## config.mk

```make
export PLATFORM = sky130hd
export DESIGN_NAME = branch_resolve
export DESIGN_NICKNAME = d
export VERILOG_FILES = /design/src/rtl/cond_pkg.sv /design/src/rtl/branch_cond_eval.sv /design/src/rtl/branch_resolve.sv
export SDC_FILE = /design/constraint.sdc
export NUM_CORES = 1
export LEC_CHECK = 0
export ABC_AREA = 1
export CAP_MARGIN = 20
export CORE_MARGIN = 2
export CORE_UTILIZATION = 50
export DETAILED_ROUTE_END_ITERATION = 12
export PLACE_DENSITY = 0.83
export RECOVER_POWER = 50
export SETUP_SLACK_MARGIN = 0.15
export SLEW_MARGIN = 20
export SYNTH_ARGS = -nofsm -noshare
export SYNTH_HDL_FRONTEND = slang
export SYNTH_HIERARCHICAL = 1
export SYNTH_SLANG_ARGS = --single-unit
```

## constraint.sdc

```tcl
create_clock -name clk -period 2.15 [get_ports clk]
set_clock_uncertainty 0.15 [all_clocks]
set_input_delay 0.43 -clock clk [delete_from_list [all_inputs] [get_ports clk]]
set_output_delay 0.43 -clock clk [all_outputs]
set_load 0.005 [all_outputs]
```

## src/rtl/cond_pkg.sv

```systemverilog
// Shared definitions for branch resolution: condition codes, FSM states and
// the PC-relative branch target helper.
package cond_pkg;

    localparam int unsigned COND_W = 4;

    localparam logic [COND_W-1:0] COND_NOP = 4'd0;
    localparam logic [COND_W-1:0] COND_E   = 4'd1;
    localparam logic [COND_W-1:0] COND_NE  = 4'd2;
    localparam logic [COND_W-1:0] COND_L   = 4'd3;
    localparam logic [COND_W-1:0] COND_G   = 4'd4;
    localparam logic [COND_W-1:0] COND_LE  = 4'd5;
    localparam logic [COND_W-1:0] COND_GE  = 4'd6;
    localparam logic [COND_W-1:0] COND_J   = 4'd7;
    localparam logic [COND_W-1:0] COND_JR  = 4'd8;

    typedef enum logic [1:0] {
        ST_IDLE     = 2'd0,
        ST_REDIRECT = 2'd1,
        ST_FLUSH    = 2'd2
    } br_state_t;

    // pc + 4 + (sext(imm16) << 2), wrapping at 32 bits
    function automatic logic [31:0] branch_target(input logic [31:0] pc,
                                                  input logic [15:0] imm16);
        return pc + 32'd4 + {{14{imm16[15]}}, imm16, 2'b00};
    endfunction

endpackage

```

## src/rtl/branch_cond_eval.sv

```systemverilog
// Combinational condition evaluator: decides whether a decoded branch/jump is
// taken and flags codes that are no-ops.
module branch_cond_eval
    import cond_pkg::*;
(
    input  logic [COND_W-1:0] cond,
    input  logic [31:0]       rs_val,
    input  logic [31:0]       rt_val,
    output logic              take,
    output logic              is_nop
);

    logic rs_neg;
    logic rs_zero;

    assign rs_neg  = rs_val[31];
    assign rs_zero = (rs_val == 32'd0);

    always_comb begin
        take   = 1'b0;
        is_nop = 1'b0;
        case (cond)
            COND_E:  take = (rs_val == rt_val);
            COND_NE: take = (rs_val != rt_val);
            COND_L:  take = rs_neg;
            COND_G:  take = !rs_neg && !rs_zero;
            COND_LE: take = rs_neg || rs_zero;
            COND_GE: take = !rs_neg;
            COND_J:  take = 1'b1;
            COND_JR: take = 1'b1;
            default: is_nop = 1'b1;
        endcase
    end

endmodule

```

## src/rtl/branch_resolve.sv

```systemverilog
// Execute-stage branch resolution: evaluates the condition, issues a held
// redirect to fetch, then flushes younger stages for FLUSH_CYCLES cycles.
module branch_resolve
    import cond_pkg::*;
#(
    parameter int unsigned FLUSH_CYCLES = 2,
    parameter int unsigned CNT_W        = 16
) (
    input  logic              clk,
    input  logic              rst_n,
    input  logic              in_valid,
    output logic              in_ready,
    input  logic [COND_W-1:0] cond,
    input  logic [31:0]       inst,
    input  logic [31:0]       pc,
    input  logic [31:0]       rs_val,
    input  logic [31:0]       rt_val,
    output logic              redirect_valid,
    input  logic              redirect_ready,
    output logic [31:0]       redirect_pc,
    output logic              taken,
    output logic              flush,
    output logic [CNT_W-1:0]  br_count,
    output logic [CNT_W-1:0]  taken_count
);

    localparam int unsigned FC_W = 4;

    br_state_t   state;
    logic [FC_W-1:0] flush_cnt;

    logic        take;
    logic        is_nop;
    logic        accept;
    logic [31:0] pc_plus4;
    logic [31:0] target;
    logic        unused_inst;

    assign unused_inst = ^inst[31:26];

    branch_cond_eval u_eval (
        .cond   (cond),
        .rs_val (rs_val),
        .rt_val (rt_val),
        .take   (take),
        .is_nop (is_nop)
    );

    // in_ready is a pure decode of the state register
    assign in_ready = (state == ST_IDLE);
    assign accept   = in_valid && in_ready;
    assign pc_plus4 = pc + 32'd4;

    always_comb begin
        target = branch_target(pc, inst[15:0]);
        case (cond)
            COND_J:  target = {pc_plus4[31:28], inst[25:0], 2'b00};
            COND_JR: target = rs_val;
            default: ;
        endcase
    end

    always_ff @(posedge clk or negedge rst_n) begin
        if (!rst_n) begin
            state          <= ST_IDLE;
            flush_cnt      <= '0;
            redirect_valid <= 1'b0;
            redirect_pc    <= 32'd0;
            taken          <= 1'b0;
            flush          <= 1'b0;
            br_count       <= '0;
            taken_count    <= '0;
        end else begin
            case (state)
                ST_IDLE: begin
                    if (accept) begin
                        taken <= take;
                        if (!is_nop && (br_count != '1))
                            br_count <= br_count + CNT_W'(1);
                        if (take) begin
                            if (taken_count != '1)
                                taken_count <= taken_count + CNT_W'(1);
                            redirect_pc    <= target;
                            redirect_valid <= 1'b1;
                            state          <= ST_REDIRECT;
                        end
                    end
                end
                ST_REDIRECT: begin
                    // redirect_pc stays frozen until fetch takes it
                    if (redirect_ready) begin
                        redirect_valid <= 1'b0;
                        flush          <= 1'b1;
                        flush_cnt      <= FC_W'(FLUSH_CYCLES);
                        state          <= ST_FLUSH;
                    end
                end
                ST_FLUSH: begin
                    if (flush_cnt == FC_W'(1)) begin
                        flush <= 1'b0;
                        state <= ST_IDLE;
                    end else begin
                        flush_cnt <= flush_cnt - FC_W'(1);
                    end
                end
                default: state <= ST_IDLE;
            endcase
        end
    end

endmodule

```

==> results of run 1 <==
[cells by family after synthesis]
| family | count (synthesis) | share of synthesized area |
|---|---|---|
| flops | 73 | 0.254 |
| compound gates | 116 | 0.0991 |
| fa+ha+maj | 37 | 0.0654 |
| buf+inv | 174 | 0.0931 |
| xor+xnor | 77 | 0.0938 |
| simple gates | 658 | 0.395 |
[layer usage]
layer	overflow	global-route usage
met3	15	0.688
met5	0	0.257
met1	9	0.872
met2	1338	1.45
met4	345	1.19
[through the flow]
step / cells / hold slack (ns) / setup TNS (ns) / utilization / cell area, sq um
2_1_floorplan: 1135 / -0.0156 / -10.96 / - / 7410
3_3_place_gp: 1681 / 0.256 / -51.99 / 0.786 / 11000
3_5_place_dp: 1681 / 0.261 / -54.90 / 0.786 / 11000
4_1_cts: 1746 / 0.261 / -10.85 / 0.891 / 12500
[what timing repair did]
action	4_1_cts
pin swaps	223
setup endpoints to repair	65
endpoints found under the hold margin	34
hold buffers	1
resized for setup	619
buffers inserted	48
[cells in the mapped netlist, types with 6 or more instances]
master | count | area, sq um
or2_2 | 7 | 43.8
clkbuf_1 | 10 | 37.5
dfrtp_1 | 73 | 1830
nand2_2 | 6 | 37.5
nor4_1 | 6 | 37.5
nand2_1 | 344 | 1290
a41oi_1 | 8 | 70.1
nand3b_1 | 7 | 52.6
o21ai_0 | 20 | 100
inv_2 | 6 | 22.5
a21oi_1 | 53 | 265
xor2_1 | 36 | 315
nand3_1 | 79 | 395
nand4_1 | 23 | 144
ha_1 | 36 | 450
nor2_1 | 147 | 552
nor3_1 | 17 | 85.1
a221oi_1 | 18 | 158
xnor2_1 | 41 | 359
nor2_4 | 6 | 67.6
inv_1 | 151 | 567
==> results.cfg, run 1 <==
[placed_design]
gp_congestion = 0.986
pre_cts_slack_ns = -1.53
dpl.hpwl_um = 22600
portBuffers = 197

[floorplanning]
rows = 43
die-width_um = 124
die_y_um = 124
start_util = 0.514
io-pin-count = 204

[clock_tree]
numCtsBuffers = 9
htreeDepth = 3
cts-root-buf = clkbuf_16
cts_sinks = 73
clk_path_buf_depth = 2

[logic_synthesis]
syn_area_per_cell_sq_um = 6.34
synth_cell_type_count = 43
syn_area_sq_um = 7190
synth-seq-cells = 73
syn_nets = 1308
ys_seq_area_frac = 0.254
ys_async_sr_fraction = 1.00
synth_edf_count = 0
synth-main-ff-cell = dfrtp_1
yosys_warnings = 6
netlist_instances = 1135

[grt]
gr-total-overflow = 1707
grt_max_degree = 40
grt_use_total = 1.02

[outcome]
stop_stage = global routing
run.stop_error = [ERROR GRT-0232] Routing congestion too high. Check the congestion heatmap in the GUI.
run_status = stopped before the end

[sta]
postGrtWorstEndpoint = redirect_pc[25]$_DFFE_PN0P_/D
worst_endpoint_kind = sequential cell input
==> inputs of run 2 (changes only) <==
--- a/config.mk
+++ b/config.mk
@@ -8,11 +8,10 @@
 export ABC_AREA = 1
 export CAP_MARGIN = 20
 export CORE_MARGIN = 2
-export CORE_UTILIZATION = 50
+export CORE_UTILIZATION = 36
 export DETAILED_ROUTE_END_ITERATION = 12
-export PLACE_DENSITY = 0.83
+export PLACE_DENSITY_LB_ADDON = 0.15
 export RECOVER_POWER = 50
-export SETUP_SLACK_MARGIN = 0.15
 export SLEW_MARGIN = 20
 export SYNTH_ARGS = -nofsm -noshare
 export SYNTH_HDL_FRONTEND = slang
==> results.cfg, run 2 <==
[outcome]
run_status = finished with violations
violations = setup timing

[grt]
gr-total-overflow = 0
grt_use_total = 0.274
grt_pass1_wl_um = 46700
antenna_found_initial = 0
first_global_vias = 9095
grt_max_degree = 36

[logic_synthesis]
synth_top_family_by_area = simple AND/OR/NAND/NOR gates
synth_mux_area_frac = 0
syn_nets = 1308
synth-main-ff-cell = dfrtp_1
ys_async_sr_fraction = 1.00
ys_seq_area_frac = 0.254
yosysMostFrequentCell = nand2_1
syn_area_sq_um = 7190
netlist_instances = 1135
ys_top_cells_by_count = nand2_1 (344), inv_1 (151), nor2_1 (147)
yosys.area_share.simple = 0.395
synth.area.top_cells = dfrtp_1 (25%), nand2_1 (18%), inv_1 (7.9%)
synth-compound-area-share = 0.0991
synth-seq-cells = 73
yosysTopAreaCell = dfrtp_1
synth-xor-area-share = 0.0938
synth_top_area_share = 0.254
synthAdderAreaFrac = 0.0654
synth_cell_type_count = 43
synth_edf_count = 0
yosys_warnings = 6
syn_area_per_cell_sq_um = 6.34

[power]
seq_power_share = 0.284
intPower_uw = 4890
p_comb_frac = 0.520
clkPwrFrac = 0.196
power_uw = 7850
p_per_area_nw_per_um2 = 604
switching_share = 0.377
vdd_drop_max_mv = 0.456
switching_power_uw = 2960
power_leakage_uw = 0.00621

[worst_setup_path]
worstSetupPathType = input pin to flip-flop
cpMaxStageDelayCell = ha_4
slowest_delay_ns = 0.29
timing.rr.start = state[1]$_DFFE_PN0P_
setup.worst_path.start = pc[2]
cp_cell_sequence = buf_8 > ha_4 > nand2_2 > inv_2 > nand3_4 > nor3_4 > nand3_2 > nor2_4 > nand3b_1 > xor2_1 > inv_1 > ha_4 > nand2_2 > nand2_2 > nand2_2 > nand2_2 > a21oi_2 > nand2_1 > inv_1 > nand2_1 > nand2_1 > nand3_1 > a21oi_1
cp_top_family = simple AND/OR/NAND/NOR gates
cp.buffers_inverters = 4
worstPathRequired_ns = 2.26
end_kind = flip-flop
critPathArrivalTime_ns = 2.89
start_kind = input pin
critical_path.max_fanout = 4
cpMostUsedCell = nand2_2

[sta]
rsz0062_at_grt = true
layout_min_cycle_time_ns = 2.78
fin_ws_ns = -0.633
relSlewSlack = 0.321
slew_viol_final = 0
finalSetupViolations = 43
finalCritPeriodShare = 1.29
hold_viol = 0
worst_pin_slew_ns = 1.02
holdWs_ns = 0.229
fmax_mhz = 359

[drt]
vias_per_cell = 4.96
wl_um = 29500
via_count = 9097
antenna_left = 0
drtPass1Iterations = 5
routedWlPerCell_um = 16.1
drc = 0
drt_iter0_drc = 418

[floorplanning]
die_y_um = 145
die_area_sq_um = 21100
start_util = 0.368
die-width_um = 145
rows = 51
io-pin-count = 204
core_sq_um = 19500

[layout]
layout_commonest_cell = nand2_1
fin_nets = 1738
layout-drive-gt1-share = 0.410
top_register = redirect_pc
largest_reg_flops = 32
final_cells = 1835
final_cell_mix = nand2_1 (258), buf_4 (210), inv_1 (126)
antenna_cells = 0
syn2layout_area_growth_pct = 80.7
biggestRegsByFlops = redirect_pc: 32 flops, br_count: 16 flops, taken_count: 16 flops

[clock_tree]
cts_tree = built
htreeDepth = 3
clk_latency_ns = 0.34
numCtsBuffers = 9
cts-root-buf = clkbuf_16
cts_sinks = 73
cts.reportedPaths.clkPinSlew_ns = 0.07
clk_path_buf_depth = 2

[min_path]
holdCritPathClass = input pin to flip-flop
min_from = rs_val[0]

[placed_design]
dpl.hpwl_um = 23000
gp_congestion = 0.930
portBuffers = 197
dp_cells = 1775

[flow_run]
drv_cap = 0
==> run 2: cell families (layout without fill, tap and decap cells) <==
kind of cell               after synthesis  count (layout)
adders and majority gates               37              37
xor gates and xnor gates                77              77
buffers and inverters                  174             609
and+or+nand+nor                        658             658
AOI/OAI and AO/OA                      116             116
DFF                                     73              73
==> run 2: stage by stage <==
| step | utilization | setup slack [ns] | setup TNS [ns] | area (sq um) |
|---|---|---|---|---|
| 2_1_floorplan | - | -0.693 | -10.96 | 7390 |
| 3_3_place_gp | 0.569 | -1.55 | -52.75 | 11100 |
| 3_5_place_dp | 0.569 | -1.60 | -54.19 | 11100 |
| 4_1_cts | 0.635 | -0.560 | -10.52 | 12400 |
| 5_1_grt | 0.666 | -0.826 | -22.05 | 13000 |
| 6_report | 0.666 | -0.633 | -12.64 | 13000 |
==> run 2: layout make-up <==
cell class                      instances  area, sq um
Clock buffer                           10          229
Clock inverter                          6         67.6
Fill cell                            1780         6530
Inverter                              158          621
Multi-Input combinational cell        888         6330
Sequential cell                        73         1830
Tap cell                              265          332
Timing Repair Buffer                  435         3600
==> run 2: worst min-delay path: stages <==
cell      delay, ns
clkbuf_2       0.11
nand2_1        0.07
a31oi_1        0.08
==> run 2: final timing paths <==
check,endpoint,slack (ns),cells after the start
max in group asynchronous,br_count[0]$_DFFE_PN0P_,0.15,3
min in group asynchronous,redirect_pc[0]$_DFFE_PN0P_,0.64,2
hold / removal,redirect_pc[0]$_DFFE_PN0P_,0.23,3
setup reg to reg,redirect_pc[21]$_DFFE_PN0P_,0.07,8
hold reg to reg,flush$_DFFE_PN0P_,0.35,2
setup / recovery,redirect_pc[31]$_DFFE_PN0P_,-0.63,23
==> run 2: power by group through the flow <==
stage / clock network, uW / registers (uW) / logic, uW
floorplan: 0 / 2190 / 1440
global placement: 0 / 2240 / 3430
detailed placement: 0 / 2240 / 3470
CTS: 1560 / 2230 / 3790
global route: 1610 / 2290 / 4450
finish: 1540 / 2230 / 4080
==> run 2: metal layers <==
layer	track usage	up-vias	share of wire
met5	0	-	0
met4	0.0725	0	0.028
met3	0.0524	61	0.062
met2	0.458	278	0.46
met1	0.363	4246	0.45
li1	-	4512	-
==> run 2: timing repair <==
| item | 4_1_cts | 5_1_grt |
|---|---|---|
| setup endpoints to repair | 51 | 57 |
| gates resized for setup | 364 | 281 |
| pin swaps | 139 | 135 |
| hold buffers | 1 | 0 |
| cloned | 1 | 0 |
| setup buffers | 29 | 14 |
| endpoints found under the hold margin | 16 | 0 |
(Power assumes the default switching activity.)
